$ cat config.mk
export PLATFORM = sky130hd
export DESIGN_NAME = ux607_dlm_ctrl
export DESIGN_NICKNAME = d
export VERILOG_FILES = /design/src/rtl/ux607_dlm_ctrl_pkg.sv /design/src/rtl/ux607_dlm_rsp_fifo.sv /design/src/rtl/ux607_dlm_ctrl.sv
export SDC_FILE = /design/constraint.sdc
export NUM_CORES = 1
export LEC_CHECK = 0
export ABC_AREA = 1
export BUFFER_PORTS_ARGS = -buffer_cell sky130_fd_sc_hd__buf_2
export CORE_MARGIN = 3
export CORE_UTILIZATION = 42
export DETAILED_ROUTE_END_ITERATION = 8
export HOLD_SLACK_MARGIN = 0.12
export PLACE_DENSITY = 0.77
export SYNTH_ARGS = -nofsm -noshare
export SYNTH_HDL_FRONTEND = slang
export SYNTH_SLANG_ARGS = --single-unit
$ cat constraint.sdc
create_clock -name clk -period 3.4 [get_ports clk]
set_input_delay 0.34 -clock clk [delete_from_list [all_inputs] [get_ports clk]]
set_output_delay 0.34 -clock clk [all_outputs]
set_load 0.02 [all_outputs]
$ cat src/rtl/ux607_dlm_ctrl_pkg.sv
// Shared types and default sizing for the DLM RAM initiator controller.
// Light-sleep build option: UX607_DLM_CTRL_LS_EN.
package ux607_dlm_ctrl_pkg;

  typedef enum logic [1:0] {
    ST_RUN   = 2'd0,
    ST_SLEEP = 2'd1,
    ST_WAKE  = 2'd2
  } state_t;

  localparam int DLM_DP         = 65536;
  localparam int DLM_AW         = 16;
  localparam int DLM_DW         = 64;
  localparam int DLM_MW         = 8;
  localparam int DLM_IDLE_CYC   = 16;
  localparam int RSP_FIFO_DEPTH = 2;

endpackage

$ cat src/rtl/ux607_dlm_rsp_fifo.sv
// Two-entry response FIFO; push and pop may occur in the same cycle.
module ux607_dlm_rsp_fifo
  import ux607_dlm_ctrl_pkg::*;
#(
  parameter int W = DLM_DW + 1
) (
  input  logic         clk,
  input  logic         rst,
  input  logic         i_push,
  input  logic [W-1:0] i_push_data,
  input  logic         i_pop,
  output logic [W-1:0] o_data,
  output logic [1:0]   o_cnt
);

  logic [W-1:0] r_mem [RSP_FIFO_DEPTH];
  logic         r_wr_ptr;
  logic         r_rd_ptr;
  logic [1:0]   r_cnt;
  logic         w_pop;

  // Popping an empty FIFO is ignored so the count can never wrap.
  assign w_pop = i_pop && (r_cnt != 2'd0);

  always_ff @(posedge clk) begin
    if (i_push) r_mem[r_wr_ptr] <= i_push_data;
  end

  always_ff @(posedge clk or posedge rst) begin
    if (rst) begin
      r_wr_ptr <= 1'b0;
      r_rd_ptr <= 1'b0;
      r_cnt    <= 2'd0;
    end else begin
      if (i_push) r_wr_ptr <= ~r_wr_ptr;
      if (w_pop)  r_rd_ptr <= ~r_rd_ptr;
      case ({i_push, w_pop})
        2'b10:   r_cnt <= r_cnt + 2'd1;
        2'b01:   r_cnt <= r_cnt - 2'd1;
        default: r_cnt <= r_cnt;
      endcase
    end
  end

  assign o_data = r_mem[r_rd_ptr];
  assign o_cnt  = r_cnt;

endmodule

$ cat src/rtl/ux607_dlm_ctrl.sv
// DLM RAM initiator: command bus to RAM port, 2-cycle response via 2-entry FIFO.
// Optional light-sleep FSM enabled by `define UX607_DLM_CTRL_LS_EN.
module ux607_dlm_ctrl
  import ux607_dlm_ctrl_pkg::*;
#(
  parameter int DP       = DLM_DP,
  parameter int AW       = DLM_AW,
  parameter int DW       = DLM_DW,
  parameter int MW       = DLM_MW,
  parameter int IDLE_CYC = DLM_IDLE_CYC
) (
  input  logic          clk,
  input  logic          rst,
  input  logic          cmd_valid,
  output logic          cmd_ready,
  input  logic          cmd_read,
  input  logic [AW-1:0] cmd_addr,
  input  logic [DW-1:0] cmd_wdata,
  input  logic [MW-1:0] cmd_wmask,
  output logic          rsp_valid,
  input  logic          rsp_ready,
  output logic [DW-1:0] rsp_rdata,
  output logic          rsp_err,
  output logic          ram_cs,
  output logic [AW-1:0] ram_addr,
  output logic [MW-1:0] ram_wem,
  output logic [DW-1:0] ram_din,
  input  logic [DW-1:0] ram_dout,
  output logic          ram_ls,
  output logic          ram_ds,
  output logic          ram_sd
);

  logic          w_acc;
  logic          w_in_range;
  logic          w_pop;
  logic          w_run;
  logic [1:0]    w_cnt;
  logic [2:0]    w_occ;
  logic [DW:0]   w_push_data;
  logic [DW:0]   w_head;
  logic          r_pend;
  logic          r_pend_read;
  logic          r_pend_err;

  assign w_in_range = (32'(cmd_addr) < 32'(DP));
  assign w_pop      = rsp_valid && rsp_ready;
  // Slots already committed: buffered entries plus the in-flight access, minus a same-cycle pop.
  assign w_occ      = {1'b0, w_cnt} + {2'b00, r_pend} - {2'b00, w_pop};
  assign cmd_ready  = w_run && (w_occ < 3'd2);
  assign w_acc      = cmd_valid && cmd_ready;

  assign ram_cs   = w_acc && w_in_range;
  assign ram_addr = cmd_addr;
  assign ram_din  = cmd_wdata;
  assign ram_wem  = cmd_read ? '0 : cmd_wmask;
  assign ram_ds   = 1'b0;
  assign ram_sd   = 1'b0;

  always_ff @(posedge clk or posedge rst) begin
    if (rst) begin
      r_pend      <= 1'b0;
      r_pend_read <= 1'b0;
      r_pend_err  <= 1'b0;
    end else begin
      r_pend <= w_acc;
      if (w_acc) begin
        r_pend_read <= cmd_read;
        r_pend_err  <= !w_in_range;
      end
    end
  end

  assign w_push_data = {(r_pend_read && !r_pend_err) ? ram_dout : '0, r_pend_err};

  ux607_dlm_rsp_fifo #(.W(DW + 1)) u_rsp_fifo (
    .clk         (clk),
    .rst         (rst),
    .i_push      (r_pend),
    .i_push_data (w_push_data),
    .i_pop       (w_pop),
    .o_data      (w_head),
    .o_cnt       (w_cnt)
  );

  assign rsp_valid = (w_cnt != 2'd0);
  assign rsp_rdata = w_head[DW:1];
  assign rsp_err   = w_head[0];

`ifdef UX607_DLM_CTRL_LS_EN
  // state  | meaning
  // RUN    | normal operation, idle counter running
  // SLEEP  | RAM in light sleep, commands held off
  // WAKE   | one-cycle exit from light sleep
  localparam int CW = $clog2(IDLE_CYC + 1);

  state_t          r_state;
  logic [CW-1:0]   r_idle_cnt;
  logic            r_ls;
  logic            w_idle;

  assign w_idle = !cmd_valid && !r_pend && (w_cnt == 2'd0);

  always_ff @(posedge clk or posedge rst) begin
    if (rst) begin
      r_state    <= ST_RUN;
      r_idle_cnt <= '0;
      r_ls       <= 1'b0;
    end else begin
      case (r_state)
        ST_RUN: begin
          if (!w_idle) begin
            r_idle_cnt <= '0;
          end else if (r_idle_cnt == CW'(IDLE_CYC - 1)) begin
            r_state    <= ST_SLEEP;
            r_ls       <= 1'b1;
            r_idle_cnt <= '0;
          end else begin
            r_idle_cnt <= r_idle_cnt + CW'(1);
          end
        end
        ST_SLEEP: begin
          if (cmd_valid) begin
            r_state <= ST_WAKE;
            r_ls    <= 1'b0;
          end
        end
        ST_WAKE: r_state <= ST_RUN;
        default: begin
          r_state <= ST_RUN;
          r_ls    <= 1'b0;
        end
      endcase
    end
  end

  assign w_run  = (r_state == ST_RUN);
  assign ram_ls = r_ls;
`else
  assign w_run  = 1'b1;
  assign ram_ls = 1'b0;
`endif

endmodule

==> impl_summary.txt, run 1 <==
----------------------------------------------------
[Place]
  Number of instances in the placed design ... around 850
  Setup slack after placement ... approximately 0.8 ns
  Detail Placement HPWL ... between 7 and 8 mm
  IO buf count ... 151
  Final RePlAce weighted congestion ... ~0.69

[Timing]
  Setup WS post-layout ... between 0.3 and 0.4 ns
  Setup repair after global routing missed its margin ... false
  Max-slew violation count ... 0
  Max Clk Rate ... 330 MHz
  Final clock period utilization by the worst path ... roughly 90%
  Max-Slew Margin vs Limit ... 51.1%
  Worst hold-check slack ... 0.202 ns
  Final-report setup violation count ... 0
  Fin crit period ... between 3 and 4 ns
  Post-Route Setup TNS ... 0 ns
  Final hold violation count ... 0
  Slew at the pin with the worst max-slew slack ... 0.732 ns
  Final clock skew ... 0.00521 ns

[Worst setup path]
  Maximum fanout along the worst path ... 4
  Req. time, crit path ... a little over 3 ns
  Classification of the worst setup path ... reg -> out
  Category of the worst setup path capture point ... output pin
  Crit path DAT ... about 2.7 ns
  Kind of start point of the critical path ... flop

[Floorplanning]
  Initial core utilization ... a little over two fifths
  Vertical die dimension ... ~130 um
  FP Rows ... 44
  Boundary pin count ... 316
  Area inside the core boundary ... about 15,000 sq um
  Width of the chip ... between 100 and 150 um
  Die Outline Area ... about 16,000 sq um

[Route]
  Routed wire length per instance ... ~13 um
  Via count ... 3,974
  Drt initial violations ... 153
  Number of detailed-route iterations in the first pass ... 5
  Count of unresolved DRC violations after routing ... 0
  Routed Antenna Nets ... 0
  Vias per std cell ... 4.50
  Total wirelength of the detailed-routed design ... between 10 and 15 mm

[Global routing]
  Via count of the first global-routing pass ... slightly below 4,000
  Antenna violations before repair ... 1
  Overall Global Routing Usage ... ~14%
  Largest net degree at the start of global routing ... 65
  Grt ovf ... 0
  First-pass GRT wire length ... 18.2 mm

[Final layout]
  Register area ... between 3000 and 4000 sq um
  Nets@finish ... 847
  Diodes inserted ... 0
  Multi-input gate area ... ~1200 sq um
  Signed area change from the synthesized netlist to the final layout ... 12.9%
  Fraction of layout instances using a drive strength above 1 ... 27.7%
  Total of fill cells in the finished design ... 1,311
  Cell Count, Final, Fillers Out ... approximately 900
  Share of the core filled with cells ... 48.7%

[Clocking]
  CTS Buf Count ... 17
  H-Tree Depth ... 4
  Total setup buffers inserted after CTS ... 0
  Root Buffer Master ... clkbuf_16
  Clock Pin Slew Worst Setup and Hold Paths ... roughly 0.060 ns
  Clk buf depth ... 2
  Clock sink count ... between 100 and 150
  Clk_lat worst skew ... a little over 0.4 ns
  Clock tree from TritonCTS ... done

[Job]
  Maxcap violations ... 0

[Yosys]
  Number of synthesized flops with an enable pin ... roughly 130
  Dominant cell by count in the synthesized netlist ... nand2_1
  Dominant cell type by area after synthesis ... edfxtp_1
  Count of different cell masters after synthesis ... 21
  Warning count from the yosys run ... 0
  Dominant cells by area after synthesis ... edfxtp_1 (61%), nand2_1 (16%), buf_4 (11%), inv_1 (4.8%), dfrtp_1 (2.4%)
  Most used standard cells in the synthesized netlist ... nand2_1 (267), edfxtp_1 (128), buf_4 (91), inv_1 (81), buf_6 (10)
  Cell area after synthesis ... 6290 sq um
  Fraction of post-synthesis cell area in the top cell type by area ... around 60%
  Number of instances in the synthesized netlist ... ~600
  Post-synth top flop ... edfxtp_1
  Number of register bits inferred by synthesis ... approximately 130
  Sequential share of the synthesized area ... 63.5%
  Average cell area after synthesis ... 10.3 sq um
  Async set-or-reset flop fraction in the synthesized netlist ... 4.48%

[Power and ir drop]
  Static leakage ... ~3.6 nW
  Power Density ... ~890 nW/um^2
  Peak VDD IR ... approximately 0.59 mV

[Min path]
  Path type of the worst min-delay path ... in -> reg

[Run status]
  Status ... finished clean

----------------------------------------------------
[stage by stage]
| stage | power, mW | instance area, sq um |
|---|---|---|
| 6_report | 6.30 | 7110 |
| 5_1_grt | 6.71 | 7110 |
| 4_1_cts | 6.41 | 7110 |
| 3_5_place_dp | 4.69 | 6540 |
| 3_3_place_gp | 4.64 | 6540 |
| 2_1_floorplan | 4.19 | 6300 |
[critical path, stage by stage (launching register included)]
cell and delay, ns:
dfrtp_1 0.42, inv_1 0.10, nand2_1 0.07, nand2_1 0.11, inv_1 0.08, ha_1 0.28, or2_2 0.31, fa_1 0.38
inv_1 0.06, nand2_1 0.06, nand2_1 0.08, nand3_1 0.09, inv_1 0.08, buf_2 0.16
[metal layers]
metal	GRT usage [%]	share of wire [%]	vias up
li1	-	-	1953
met1	16.2	40	1813
met2	23.2	48	168
met3	5.73	8.2	38
met4	7.55	2.9	2
met5	0	0.11	-
[registers in the layout (all words and copies together), names as in the netlist]
| signal | cells |
|---|---|
| r_pend_read | 1 |
| u_rsp_fifo.r_mem | 128 |
| u_rsp_fifo.o_cnt | 2 |
| r_pend | 1 |
| u_rsp_fifo.r_rd_ptr | 1 |
| u_rsp_fifo.r_wr_ptr | 1 |
[report_power, final]
group	internal [mW]	total (mW)	switching (mW)	leakage (nW)
registers	2.23	2.37	0.139	1.26
logic	0.647	2.24	1.59	2.09
clock network	1.01	1.69	0.685	0.273
[area by class of cell]
type | count | share of cell area [%]
Sequential cell | 134 | 56.2
Multi-Input combinational cell | 293 | 16.5
Timing Repair Buffer | 159 | 11.9
Clock buffer | 17 | 5.99
Inverter | 82 | 4.33
Tap cell | 184 | 3.24
Clock inverter | 15 | 1.83
[timing repair]
item | in CTS | in global routing
endpoints found under the hold margin | 6 | 0
endpoints found under the setup margin | 0 | 0
hold buffers | 1 | 0
gates resized for setup | 0 | 0
[cells in the final DEF (no fill, tap or decap), drive strengths merged]
cell | synthesis | routed
dfrtp | 6 | 6
xor2 | 2 | 2
inv | 82 | 86
buf | 102 | 158
nand2 | 267 | 267
nand4 | 2 | 2
clkbuf | 4 | 17
fa | 1 | 1
or2 | 2 | 2
bufinv | 0 | 1
edfxtp | 128 | 128
conb | 1 | 4
a21boi | 1 | 1
dlygate4sd3 | 0 | 1
nand3 | 2 | 2
clkinvlp | 0 | 1
clkinv | 0 | 9
nor2 | 9 | 9
ha | 2 | 2
xnor2 | 1 | 1
[cell families after synthesis]
logic type               Yosys count  share of synthesized area, %
AO/OA/AOI/OAI                      1                         0.119
adder cells (fa/ha/maj)            3                         0.716
other                              1                        0.0596
AND/OR/NAND/NOR                  282                          17.0
flip-flops                       134                          63.5
XOR/XNOR                           3                         0.418
buffers and inverters            188                          18.2
[path summary, 6_finish.rpt]
path | from | to | slack [ns] | depth (start not counted)
setup / recovery | u_rsp_fifo.o_cnt[1] | ram_cs | 0.37 | 13
hold / removal | cmd_valid | r_pend_read | 0.20 | 3
setup reg to reg | u_rsp_fifo.o_cnt[1] | r_pend_read | 1.12 | 13
hold reg to reg | u_rsp_fifo.o_cnt[0] | u_rsp_fifo.o_cnt[0] | 0.50 | 1
max in group asynchronous | rst | u_rsp_fifo.r_rd_ptr | 2.80 | 3
min in group asynchronous | rst | r_pend | 0.39 | 3
Note: power is estimated with default switching activity, not from simulation.
==> run 2: changes to the inputs <==
--- a/config.mk
+++ b/config.mk
@@ -7,11 +7,12 @@
 export LEC_CHECK = 0
 export ABC_AREA = 1
 export BUFFER_PORTS_ARGS = -buffer_cell sky130_fd_sc_hd__buf_2
-export CORE_MARGIN = 3
+export CORE_MARGIN = 1
 export CORE_UTILIZATION = 42
 export DETAILED_ROUTE_END_ITERATION = 8
 export HOLD_SLACK_MARGIN = 0.12
 export PLACE_DENSITY = 0.77
+export SKIP_CTS_REPAIR_TIMING = 1
 export SYNTH_ARGS = -nofsm -noshare
 export SYNTH_HDL_FRONTEND = slang
 export SYNTH_SLANG_ARGS = --single-unit
==> run 2 against run 1 <==
Compared with the run above:
- maximum frequency grew 1.4%
- critical path type unchanged
- sequential power about the same
- combinational power about the same
- first-iteration DRC count increased by 33%
- critical endpoint is now cmd_ready
- setup slack improved by 0.041 ns
- largest power group unchanged
- hold slack improved by 0.0024 ns
- flip-flop and latch count did not move
- sequential share of layout area shrank 0.56 points
- final area grew 1.0%
- routed wire length is 1.9% lower
- largest cell class unchanged
- critical path depth down 4
==> impl_summary.txt, run 2 (synthesized netlist as in run 1, its figures left out) <==
----------------------------------------------------
[Route]
  Via count ... 3,939
  Number of detailed-route iterations in the first pass ... 4
  Total wirelength of the detailed-routed design ... about 11 mm
  Drt initial violations ... about 200
  Count of unresolved DRC violations after routing ... 0
  Routed wire length per instance ... approximately 13 um
  Vias per std cell ... ~4.5
  Routed Antenna Nets ... 0

[Worst setup path]
  Crit-path cells ... inv_1 > nand2_1 > nand2_1 > inv_1 > ha_1 > or2_2 > fa_1 > a21boi_0 > buf_2
  Crit path DAT ... roughly 2.7 ns
  Slowest cell delay on critical path ... between 0.5 and 0.6 ns
  Family with the most delay on the worst path ... adder cells
  Classification of the worst setup path ... reg -> out
  Category of the worst setup path capture point ... output pin
  Bufs and invs on worst path ... 3
  Req. time, crit path ... a little over 3 ns
  Kind of start point of the critical path ... flop
  Worst-path cell with the longest stage delay ... fa_1
  Maximum fanout along the worst path ... 4

[Floorplanning]
  Initial core utilization ... between 40 and 50%
  Boundary pin count ... ~320
  Die Outline Area ... between 15,000 and 20,000 sq um
  FP Rows ... between 40 and 50
  Vertical die dimension ... ~120 um
  Width of the chip ... 124 um
  Area inside the core boundary ... 14,600 sq um

[Global routing]
  Overall Global Routing Usage ... 15.0%
  Largest net degree at the start of global routing ... 65
  Antenna violations before repair ... 0
  First-pass GRT wire length ... ~18 mm
  Grt ovf ... 0
  Via count of the first global-routing pass ... 3,781

[Place]
  Total placed instance area ... 6530 sq um
  Detail Placement HPWL ... roughly 7.4 mm
  IO buf count ... 151
  Final RePlAce weighted congestion ... about 0.7

[Timing]
  Max Clk Rate ... between 300 and 400 MHz
  Final-report setup violation count ... 0
  Post-Route Setup TNS ... 0 ns
  Setup repair after global routing missed its margin ... false
  Final hold violation count ... 0
  Fin crit period ... about 3.0 ns
  Final clock skew ... between 0.004 and 0.005 ns
  Max-slew violation count ... 0
  Slew at the pin with the worst max-slew slack ... between 0.9 and 1 ns
  Max-Slew Margin vs Limit ... between 30% and 40%
  Final clock period utilization by the worst path ... slightly below 90%

[Min path]
  Path type of the worst min-delay path ... in -> reg

[Clocking]
  Clock sink count ... around 130
  Clock Pin Slew Worst Setup and Hold Paths ... 0.06 ns
  Root Buffer Master ... clkbuf_16
  CTS Buf Count ... 17
  Clk buf depth ... 2
  H-Tree Depth ... 4
  Clock tree from TritonCTS ... done
  Clk_lat worst skew ... ~0.4 ns

[Power and ir drop]
  Peak VDD IR ... about 0.75 mV
  Power Density ... 913 nW/um^2
  Static leakage ... 3.64 nW
  Clock share of power ... between 20% and 30%
  Proportion of power drawn by combinational gates ... roughly a third
  Net switching power ... roughly 2.4 mW
  Cell internal pwr ... roughly 4.2 mW
  Sequential share of power ... between 30% and 40%
  Net switching share of the total power ... a little over a third

[Run status]
  Status ... finished clean

[Final layout]
  Register with the most flip-flops ... u_rsp_fifo.r_mem
  Leading cell type in the layout, fill and taps excluded ... nand2_1
  Post-route standard cell area excluding fillers ... between 7000 and 8000 sq um
  Signed area change from the synthesized netlist to the final layout ... 14.1%
  Nets@finish ... between 800 and 900
  Total of fill cells in the finished design ... 1,322
  Most frequent cells in the layout ... nand2_1 (267), buf_2 (151), edfxtp_1 (128), inv_1 (80), clkbuf_16 (17)
  Diodes inserted ... 0
  Share of the core filled with cells ... between 40% and 50%
  Fraction of layout instances using a drive strength above 1 ... between 20% and 30%
  Flip-flop count of the largest register, all copies and words added ... 128

[Job]
  Maxcap violations ... 0

----------------------------------------------------
run 2: cell count changes in the layout (fill, tap and decap cells not counted):
cell / before / now
clkbuf_1: 0 / 1
clkinv_4: 4 / 1
clkinv_1: 2 / 0
clkinvlp_4: 1 / 3
inv_6: 4 / 1
bufinv_16: 1 / 5
buf_4: 5 / 4
run 2: layout make-up:
class / instances / area (sq um) / share of cell area (%)
inverter: 82 / 308 / 4.29
clock buffer: 18 / 429 / 5.98
tap: 184 / 230 / 3.21
multi-input combinational: 293 / 1170 / 16.3
timing repair buffer: 158 / 836 / 11.6
clock inverter: 13 / 205 / 2.86
sequential: 134 / 4000 / 55.7
run 2: path summary, 6_finish.rpt:
kind / to / cells after the start / slack [ns] / start
worst min-delay path: r_pend_read / 3 / 0.20 / cmd_valid
worst max-delay path: cmd_ready / 9 / 0.41 / u_rsp_fifo.o_cnt[1]
min in group asynchronous: u_rsp_fifo.o_cnt[0] / 3 / 0.40 / rst
max in group asynchronous: r_pend_read / 3 / 2.79 / rst
worst min register to register: u_rsp_fifo.r_wr_ptr / 1 / 0.49 / r_pend
worst max register to register: r_pend_read / 13 / 1.15 / u_rsp_fifo.o_cnt[1]
run 2: worst min-delay path, stage by stage:
cell and delay (ns):
buf_2 0.10, nand4_1 0.08, nand2_1 0.05
run 2: power groups by stage:
stage / clock, mW / combinational, mW / sequential, mW
floorplan: 0 / 1.85 / 2.34
global placement: 0 / 2.20 / 2.41
detailed placement: 0 / 2.26 / 2.43
CTS: 1.99 / 2.27 / 2.39
global route: 2.07 / 2.46 / 2.42
finish: 1.95 / 2.21 / 2.39
run 2: metal layers:
layer	part of all wire (%)	global-route usage, %	vias to the layer above
li1	-	-	1948
met4	3.4	7.94	0
met1	41	16.8	1775
met5	0	0	-
met2	48	24.8	174
met3	7.1	5.67	42
run 2: metrics by stage:
| stage | instances | total power [mW] | hold slack (ns) | setup WS [ns] |
|---|---|---|---|---|
| finish | 882 | 6.55 | 0.204 | 0.410 |
| global route | 882 | 6.95 | 0.207 | 0.171 |
| CTS | 881 | 6.65 | -0.160 | 0.368 |
| detailed placement | 850 | 4.69 | 0.275 | 0.815 |
| global placement | 850 | 4.61 | 0.274 | 0.876 |
| floorplan | 615 | 4.19 | 0.131 | 0.627 |
